[config.mk]
export PLATFORM = sky130hd
export DESIGN_NAME = trivium_stream_decrypt
export DESIGN_NICKNAME = d
export VERILOG_FILES = /design/src/rtl/trivium_pkg.sv /design/src/rtl/trivium_round8.sv /design/src/rtl/trivium_stream_decrypt.sv
export SDC_FILE = /design/constraint.sdc
export NUM_CORES = 1
export LEC_CHECK = 0
export CAP_MARGIN = 5
export CORE_MARGIN = 4
export CORE_UTILIZATION = 60
export CTS_BUF_LIST = sky130_fd_sc_hd__clkbuf_8
export CTS_CLUSTER_SIZE = 12
export DETAILED_ROUTE_END_ITERATION = 16
export GPL_TIMING_DRIVEN = 0
export PLACE_DENSITY = 0.75
export SKIP_CTS_REPAIR_TIMING = 1
export SLEW_MARGIN = 0
export SYNTH_ARGS = -nofsm -noshare
export SYNTH_HDL_FRONTEND = slang
export SYNTH_SLANG_ARGS = --single-unit
export TNS_END_PERCENT = 100
[constraint.sdc]
create_clock -name clk -period 2.21 [get_ports clk]
set_input_delay 0.221 -clock clk [delete_from_list [all_inputs] [get_ports clk]]
set_output_delay 0.221 -clock clk [all_outputs]
set_load 0.1 [all_outputs]
[src/rtl/trivium_pkg.sv]
// rtl/trivium_pkg.sv - Trivium constants, tap positions, FSM encodings and state loader
package trivium_pkg;

   localparam int KEY_BITS       = 80;
   localparam int IV_BITS        = 80;
   localparam int STATE_BITS     = 288;
   localparam int ROUNDS_PER_CLK = 8;

   // Tap positions, 1-based as in the Trivium description (s1..s288)
   localparam int TAP_A_OUT0 = 66;
   localparam int TAP_A_OUT1 = 93;
   localparam int TAP_A_AND0 = 91;
   localparam int TAP_A_AND1 = 92;
   localparam int TAP_A_FB   = 171;
   localparam int TAP_B_OUT0 = 162;
   localparam int TAP_B_OUT1 = 177;
   localparam int TAP_B_AND0 = 175;
   localparam int TAP_B_AND1 = 176;
   localparam int TAP_B_FB   = 264;
   localparam int TAP_C_OUT0 = 243;
   localparam int TAP_C_OUT1 = 288;
   localparam int TAP_C_AND0 = 286;
   localparam int TAP_C_AND1 = 287;
   localparam int TAP_C_FB   = 69;

   // Register heads: s1 (C feedback), s94 (A feedback), s178 (B feedback)
   localparam int HEAD_B = 94;
   localparam int HEAD_C = 178;

   localparam logic [1:0] IDLE = 2'd0;
   localparam logic [1:0] LOAD = 2'd1;
   localparam logic [1:0] INIT = 2'd2;
   localparam logic [1:0] RUN  = 2'd3;

   // Bit n-1 of the vector holds s_n; key in s1..s80, IV in s94..s173, s286..s288 = 1
   function automatic logic [STATE_BITS-1:0] load_state(input logic [KEY_BITS-1:0] key,
                                                        input logic [IV_BITS-1:0] iv);
      logic [STATE_BITS-1:0] s;
      s = '0;
      s[KEY_BITS-1:0] = key;
      s[HEAD_B-1 +: IV_BITS] = iv;
      s[STATE_BITS-1 -: 3] = 3'b111;
      return s;
   endfunction

endpackage

[src/rtl/trivium_round8.sv]
// rtl/trivium_round8.sv - eight unrolled Trivium rounds, combinational
module trivium_round8
   import trivium_pkg::*;
(
   input  logic [STATE_BITS-1:0] state_in,
   output logic [STATE_BITS-1:0] state_out,
   output logic [ROUNDS_PER_CLK-1:0] z
);

   logic [STATE_BITS-1:0] s;
   logic t1, t2, t3;
   logic n1, n2, n3;

   // Apply the rounds in sequence; z[k] is the keystream bit of round k
   always_comb begin
      s  = state_in;
      z  = '0;
      t1 = 1'b0;
      t2 = 1'b0;
      t3 = 1'b0;
      n1 = 1'b0;
      n2 = 1'b0;
      n3 = 1'b0;
      for (int k = 0; k < ROUNDS_PER_CLK; k++) begin
         t1 = s[TAP_A_OUT0-1] ^ s[TAP_A_OUT1-1];
         t2 = s[TAP_B_OUT0-1] ^ s[TAP_B_OUT1-1];
         t3 = s[TAP_C_OUT0-1] ^ s[TAP_C_OUT1-1];
         z[k] = t1 ^ t2 ^ t3;
         n1 = t1 ^ (s[TAP_A_AND0-1] & s[TAP_A_AND1-1]) ^ s[TAP_A_FB-1];
         n2 = t2 ^ (s[TAP_B_AND0-1] & s[TAP_B_AND1-1]) ^ s[TAP_B_FB-1];
         n3 = t3 ^ (s[TAP_C_AND0-1] & s[TAP_C_AND1-1]) ^ s[TAP_C_FB-1];
         // Whole-vector shift moves every register by one; the three heads are then overwritten
         s = {s[STATE_BITS-2:0], 1'b0};
         s[0]        = n3;
         s[HEAD_B-1] = n1;
         s[HEAD_C-1] = n2;
      end
      state_out = s;
   end

endmodule

[src/rtl/trivium_stream_decrypt.sv]
// rtl/trivium_stream_decrypt.sv - byte-wide Trivium decryptor; TRIVIUM_DEBUG_TAP_EN adds ks_dbg
module trivium_stream_decrypt
   import trivium_pkg::*;
#(
   parameter int WARMUP_CYCLES = 144,
   parameter int CFG_BYTES     = 20
)
(
   input  logic       clk,
   input  logic       rst_n,
   input  logic       cfg_start,
   input  logic       cfg_valid,
   input  logic [7:0] cfg_data,
   input  logic       ct_valid,
   input  logic [7:0] ct_data,
   output logic       ct_ready,
   output logic       pt_valid,
   output logic [7:0] pt_data,
   input  logic       pt_ready,
   output logic       busy,
   output logic       run
`ifdef TRIVIUM_DEBUG_TAP_EN
   ,
   output logic [7:0] ks_dbg
`endif
);

   logic [1:0]            fsm;
   logic [STATE_BITS-1:0] state;
   logic [STATE_BITS-1:0] state_next;
   logic [7:0]            z;
   logic [151:0]          cfg_buf;
   logic [159:0]          buf_next;
   logic [4:0]            cfg_cnt;
   logic [7:0]            warm_cnt;
   logic                  ct_fire;

   trivium_round8 u_round8 (
      .state_in  (state),
      .state_out (state_next),
      .z         (z)
   );

   // Byte 0 ends up in bits [7:0] once all 20 bytes have been shifted in from the top
   assign buf_next = {cfg_data, cfg_buf};
   assign busy     = (fsm == INIT);
   assign run      = (fsm == RUN);
   assign ct_ready = run && (!pt_valid || pt_ready);
   assign ct_fire  = ct_valid && ct_ready;

   // Config loading, warm-up and keystream stepping; the state only moves on INIT clocks or ct handshakes
   always_ff @(posedge clk or negedge rst_n) begin
      if (!rst_n) begin
         fsm      <= IDLE;
         state    <= '0;
         cfg_buf  <= '0;
         cfg_cnt  <= '0;
         warm_cnt <= '0;
         pt_valid <= 1'b0;
         pt_data  <= '0;
      end else if (cfg_start) begin
         fsm      <= IDLE;
         state    <= '0;
         cfg_cnt  <= '0;
         warm_cnt <= '0;
         pt_valid <= 1'b0;
      end else begin
         case (fsm)
            IDLE, LOAD: begin
               if (cfg_valid) begin
                  cfg_buf <= buf_next[159:8];
                  cfg_cnt <= cfg_cnt + 5'd1;
                  if (cfg_cnt == 5'(CFG_BYTES - 1)) begin
                     state    <= load_state(buf_next[KEY_BITS-1:0], buf_next[159:KEY_BITS]);
                     warm_cnt <= '0;
                     fsm      <= INIT;
                  end else begin
                     fsm <= LOAD;
                  end
               end
            end
            INIT: begin
               state    <= state_next;
               warm_cnt <= warm_cnt + 8'd1;
               if (warm_cnt == 8'(WARMUP_CYCLES - 1)) begin
                  fsm <= RUN;
               end
            end
            default: begin
               if (ct_fire) begin
                  state    <= state_next;
                  pt_data  <= ct_data ^ z;
                  pt_valid <= 1'b1;
               end else if (pt_ready) begin
                  pt_valid <= 1'b0;
               end
            end
         endcase
      end
   end

`ifdef TRIVIUM_DEBUG_TAP_EN
   // Keystream byte used at the most recent ct handshake
   always_ff @(posedge clk or negedge rst_n) begin
      if (!rst_n) begin
         ks_dbg <= '0;
      end else if (cfg_start) begin
         ks_dbg <= '0;
      end else if (ct_fire) begin
         ks_dbg <= z;
      end
   end
`endif

endmodule

==> results of run 1 <==
==> synth_stat cells, types with 3 or more instances <==
cell type / count
clkbuf_1: 49
o22ai_1: 16
xor2_1: 6
a211oi_1: 33
a22o_1: 125
a311oi_1: 3
a21oi_1: 65
xor3_1: 16
nand3_1: 4
inv_1: 7
xnor2_1: 68
and2_0: 8
mux2i_1: 74
and2_1: 81
nand4_1: 3
buf_1: 3
nand2b_1: 5
mux2_2: 160
nand2_1: 52
buf_6: 5
a211oi_2: 24
a221o_1: 87
buf_2: 58
dfrtp_1: 464
nor2_1: 13
==> worst max-delay path, cell delays in order, from the launching register on <==
cell and delay, ps:
dfrtp_1 380, buf_4 190, nand2b_1 210, nor2_4 230
buf_2 320, buf_2 320, mux2_2 370
==> logic make-up (layout without fill, tap and decap cells) <==
kind of cell,Yosys count,after routing,share of synthesized area [%]
xor gates and xnor gates,90,90,5.212
DFF,464,464,58.84
and+or+nand+nor,177,177,4.800
AOI/OAI and AO/OA,356,356,15.19
adders and majority gates,2,2,0.1268
muxes,234,234,12.88
buffers and inverters,124,300,2.955
==> power by group <==
group | leakage (nW) | total, mW | internal (mW) | switching, mW
Clock | 0.915 | 7.87 | 4.44 | 3.43
Sequential | 6.28 | 10.5 | 9.56 | 0.926
Combinational | 3.32 | 1.89 | 1.08 | 0.809
==> area by class of cell <==
cell class | count | share of cell area, %
sequential | 464 | 51.67
multi-input combinational | 859 | 33.61
timing repair buffer | 39 | 2.082
clock buffer | 94 | 5.755
clock inverter | 43 | 1.458
buffer | 117 | 2.844
inverter | 7 | 0.1169
tap | 442 | 2.460
==> sequential cells by signal, indices dropped and copies added (netlist names) <==
signal	flops
state	288
cfg_buf	152
pt_data	8
warm_cnt	8
cfg_cnt	5
fsm	2
pt_valid	1
==> worst max-delay path by stage <==
stage	startpoint	endpoint	cells past startpoint
4_1_cts	fsm[1]	ct_ready	4
5_1_grt	fsm[1]	cfg_buf[84]	6
6_report	fsm[1]	cfg_buf[92]	6
3_3_place_gp	rst_n	pt_valid	1
2_1_floorplan	pt_valid	pt_data[0]	5
3_5_place_dp	pt_ready	state[184]	7
==> metrics by stage <==
stage	TNS, ps	std cells
2_1_floorplan	0	1447
3_3_place_gp	-8808230	1921
3_5_place_dp	-85400	1925
4_1_cts	-41960	2062
5_1_grt	-51.66	2065
6_report	0	2065
==> metal layers <==
layer | track usage [%] | vias up
met4 | 7.095 | 0
met2 | 39.08 | 329
li1 | - | 5614
met3 | 4.259 | 80
met5 | 0 | -
met1 | 38.26 | 6411
==> qor.yml, run 1 <==
drt:
  dr.pass1.iters: 7
  wl_met2_um: 20430
  route.detailed.wl_per_inst_um: 21.65
  drtIter0Drc: 923
  vias: 12430
  met1_length_um: 20950
  drc: 0
  highest_layer: "met4"
  ant_nets: 0
  wl_met3_um: 2349
  wirelength_um: 44710
  routed_via_density: 6.021
setup_path:
  cp.arrival_ps: 2630
  start_kind: "flop"
  rr_endpoint: "cfg_buf[92]"
  rr_startpoint: "fsm[1]"
  rrSetupSlack_ps: 60
  r2r_cells: 6
  cp_max_fo: 10
  crit_type: "flop to flop"
  end_kind: "flop"
  crit_required_ps: 2690
worst_hold_path:
  hp-class: "input port to asynchronous set/reset pin"
timing:
  timing.fmax_ghz: 0.4650
  whs_ps: 172.1
  finalClockSkew_ps: 29.08
  drv_slew: 0
  fin_crit_sh_pct: 97.31
  setup_violations: 0
  period_minus_slack_ps: 2150
  worst_slew_pin_slew_ps: 972.7
  hold_viol: 0
  layout_setup_ws_ps: 59.54
  slew-limit-headroom_pct: 35.05
yosys:
  synth-edff-count: 0
  async_flop_share_pct: 100.0
  avgSynthCellArea_um2: 13.64
  syn_nets: 1471
  synth_area_um2: 19730
  yosys-top-cells-area: "dfrtp_1 (59%), mux2_2 (9.1%), a22o_1 (5.5%), a221o_1 (4.4%), mux2i_1 (3.8%)"
  synthFlopType: "dfrtp_1"
  ys_types: 37
  yosysTopAreaCell: "dfrtp_1"
  ys_warn_count: 0
  synth_top_area_share_pct: 58.84
  netlist_instances: 1447
  ys_seq_area_share_pct: 58.84
  synth_seq_cells: 464
finish:
  utilization_pct: 69.27
  stdcell_area_um2: 22480
  multi_input_area_um2: 7556
  drive_gt1_share_pct: 23.97
  syn_to_final_growth_pct: 13.91
  final_cell_mix: "dfrtp_1 (463), mux2_2 (160), a22o_1 (125)"
  num_antenna_cells: 0
  final.fill_count: 2334
  fin_nets: 1588
  mostFrequentLayoutCell: "dfrtp_1"
  seq_area_um2: 11610
global_route:
  antenna_found_initial: 0
  grt_pass1_vias: 12940
  grt_max_degree: 127
  grt_pass1_wl_um: 72540
  grt.total_usage_pct: 25.45
  overflow: 0
cts:
  clockRootBuffer: "clkbuf_8"
  cts_made_buffers: 76
  clk_latency_ps: 610
  clock_sink_count: 464
  clkTransAtPathRegs_ps: 60
  h-tree-depth: 3
  cts_tree: "built"
  clockBufferDepth: 3
floorplanning:
  fp.dieH_um: 189.4
  core_um2: 32450
  die-area_um2: 35860
  ios: 34
  die_x_um: 189.4
  placementRows: 66
  start_util_pct: 60.81
placement:
  placed_area_um2: 20730
  io_buffers: 32
  place.gp.congestion: 0.8358
  dp_hpwl_um: 30560
  pre_cts_ws_ps: -518.7
pwr:
  p_total_mw: 20.25
  p_leak_nw: 10.52
  cellPowerDensity_nw_per_um2: 900.8
  ir_drop_mv: 0.7523
run_status:
  status: "finished clean"
job:
  max_cap_viol_count: 0
(Power assumes the default switching activity.)
==> run 2, diff against run 1 <==
- CTS_BUF_LIST: sky130_fd_sc_hd__clkbuf_8 -> not set
- GPL_TIMING_DRIVEN: 0 -> not set
==> run 2 against run 1 <==
  * Largest power group unchanged
  * Highest routed layer is now met5
  * Register-to-register slack better by 40 ps
  * Clock power increased by 0.9%
  * Combinational power about the same
  * Clock-buffer cell count is 17 lower
  * Maximum frequency increased by 1.9%
  * Critical path type unchanged
  * Sequential share of layout area increased by 0.32 points
==> qor.yml, run 2 (synthesis gave the netlist of run 1 again) <==
floorplanning:
  ios: 34  # unchanged
  fp.dieH_um: 189.4  # unchanged
  core_um2: 32450  # unchanged
  placementRows: 66  # unchanged
  die_x_um: 189.4  # unchanged
  die-area_um2: 35860  # unchanged
  start_util_pct: 60.81  # unchanged
placement:
  post-place-cells: 1855  # was 1925
  place.gp.congestion: 0.8074  # was 0.8358
  io_buffers: 33  # was 32
  dp_hpwl_um: 25100  # was 30560 um
cts:
  cts_made_buffers: 48  # was 76
  clkTransAtPathRegs_ps: 60  # about the same
  clk_latency_ps: 550  # was 610 ps
  h-tree-depth: 2  # was 3
  clockBufferDepth: 3  # unchanged
  cts_tree: "built"  # unchanged
  clock_sink_count: 464  # unchanged
  clockRootBuffer: "clkbuf_16"  # was clkbuf_8
drt:
  route.detailed.wl_per_inst_um: 21.21  # was 21.65 um
  drtIter0Drc: 1034  # was 923
  ant_nets: 0  # unchanged
  dr.pass1.iters: 5  # was 7
  wirelength_um: 41110  # was 44710 um
  routed_via_density: 6.124  # was 6.021
  drc: 0  # unchanged
  vias: 11870  # was 12430
finish:
  drive_gt1_share_pct: 21.79  # was 23.97%
  largest_reg_flops: 288  # unchanged
  final_cell_mix: "dfrtp_1 (462), mux2_2 (160), a22o_1 (125)"  # was dfrtp_1 (463), mux2_2 (160), a22o_1 (125)
  final.fill_count: 2240  # was 2334
  largestRegisters: "state (288), cfg_buf (152)"  # unchanged
  seq_area_um2: 11620  # was 11610 um2
  top_register: "state"  # unchanged
  utilization_pct: 68.86  # was 69.27%
  mostFrequentLayoutCell: "dfrtp_1"  # unchanged
  num_antenna_cells: 0  # unchanged
  instances_no_fill: 1938  # was 2065
  syn_to_final_growth_pct: 13.24  # was 13.91%
  multi_input_area_um2: 7569  # was 7556 um2
  fin_nets: 1488  # was 1588
timing:
  worst_slew_pin_slew_ps: 594.3  # was 972.7 ps
  slew-limit-headroom_pct: 60.38  # was 35.05%
  fin_crit_sh_pct: 95.50  # was 97.31%
  setup_violations: 0  # unchanged
  hold_viol: 0  # unchanged
  timing.fmax_ghz: 0.4738  # was 0.4650 GHz
  setup_tns_ps: 0  # unchanged
  period_minus_slack_ps: 2110  # was 2150 ps
  finalClockSkew_ps: 15.63  # was 29.08 ps
  drv_slew: 0  # unchanged
  rsz0062_at_grt: "no"
  whs_ps: 237.1  # was 172.1 ps
run_status:
  status: "finished clean"  # unchanged
global_route:
  antenna_found_initial: 1  # was 0
  grt-busiest-layer: "met1"  # was met2
  grt_pass1_wl_um: 68140  # was 72540 um
  grt.total_usage_pct: 23.34  # was 25.45%
  grt_max_degree: 88  # was 127
  grt.met1_usage_pct: 35.77  # was 38.26%
  grt_use_met3_pct: 3.982  # was 4.259%
  overflow: 0  # unchanged
  grt_pass1_vias: 12230  # was 12940
  met2_usage_pct: 35.47  # was 39.08%
setup_path:
  crit_required_ps: 2700  # was 2690 ps
  cp_max_fo: 26  # was 10
  cp.arrival_ps: 2600  # was 2630 ps
  start_kind: "flop"  # unchanged
  end_kind: "flop"  # unchanged
  rrSetupSlack_ps: 100  # was 60 ps
  crit_type: "flop to flop"  # unchanged
pwr:
  cellPowerDensity_nw_per_um2: 904.3  # was 900.8 nW/um2
  p_leak_nw: 10.09  # was 10.52 nW
  ir_drop_mv: 0.6129  # was 0.7523 mV
job:
  max_cap_viol_count: 0  # unchanged
worst_hold_path:
  hp-class: "input port to asynchronous set/reset pin"  # unchanged
==> run 2: cell types whose count changed in the layout (fill, tap and decap cells not counted), moves of 9 or more <==
cell and delta:
clkbuf_1 -23, inv_1 -24, clkbuf_4 -19, buf_2 -39, buf_4 +28, clkbuf_2 -9
clkbuf_16 +49, clkbuf_8 -81, dlymetal6s2s_1 -9, buf_12 +28
==> run 2: routing by layer <==
metal / wire (um) / part of all wire [%]
met2: 19000 / 46
met5: 7 / 0.017
met3: 2068 / 5.0
met1: 19210 / 47
met4: 819 / 2.0
==> run 2: worst max-delay path, stage by stage (launching register included) <==
cell	delay, ps
dfrtp_1	410
ha_1	240
and4bb_1	220
a21o_2	270
a21oi_4	230
buf_12	220
buf_4	260
a22o_1	180
==> run 2: per-stage QoR <==
stage	setup WS, ps	cell area (um2)	power, mW
2_1_floorplan	11.78	19750	11.59
3_5_place_dp	127.4	20790	12.43
3_3_place_gp	200.0	20790	12.30
5_1_grt	10.63	22350	21.09
4_1_cts	111.5	22340	20.39
6_report	99.51	22350	20.21
==> run 2: report_power, final <==
group          switching [mW]  internal, mW
registers               0.826          9.56
clock network            3.21          4.73
logic                   0.799          1.08
total                    4.84          15.4
==> run 2: worst paths after layout <==
kind | start | to | cells past startpoint
max in group asynchronous | rst_n | pt_valid | 3
min in group clk | cfg_start | cfg_cnt[3] | 3
worst max register to register | cfg_cnt[0] | state[238] | 7
worst max-delay path | cfg_cnt[0] | state[238] | 7
worst min register to register | state[201] | state[209] | 1
worst min-delay path | rst_n | state[152] | 2
==> run 2: cell type report <==
cell class,count,area share [%]
Sequential cell,464,51.99
Multi-Input combinational cell,859,33.87
Clock buffer,77,6.540
Timing Repair Buffer,84,4.636
Tap cell,442,2.475
Clock inverter,5,0.3695
Inverter,7,0.1176
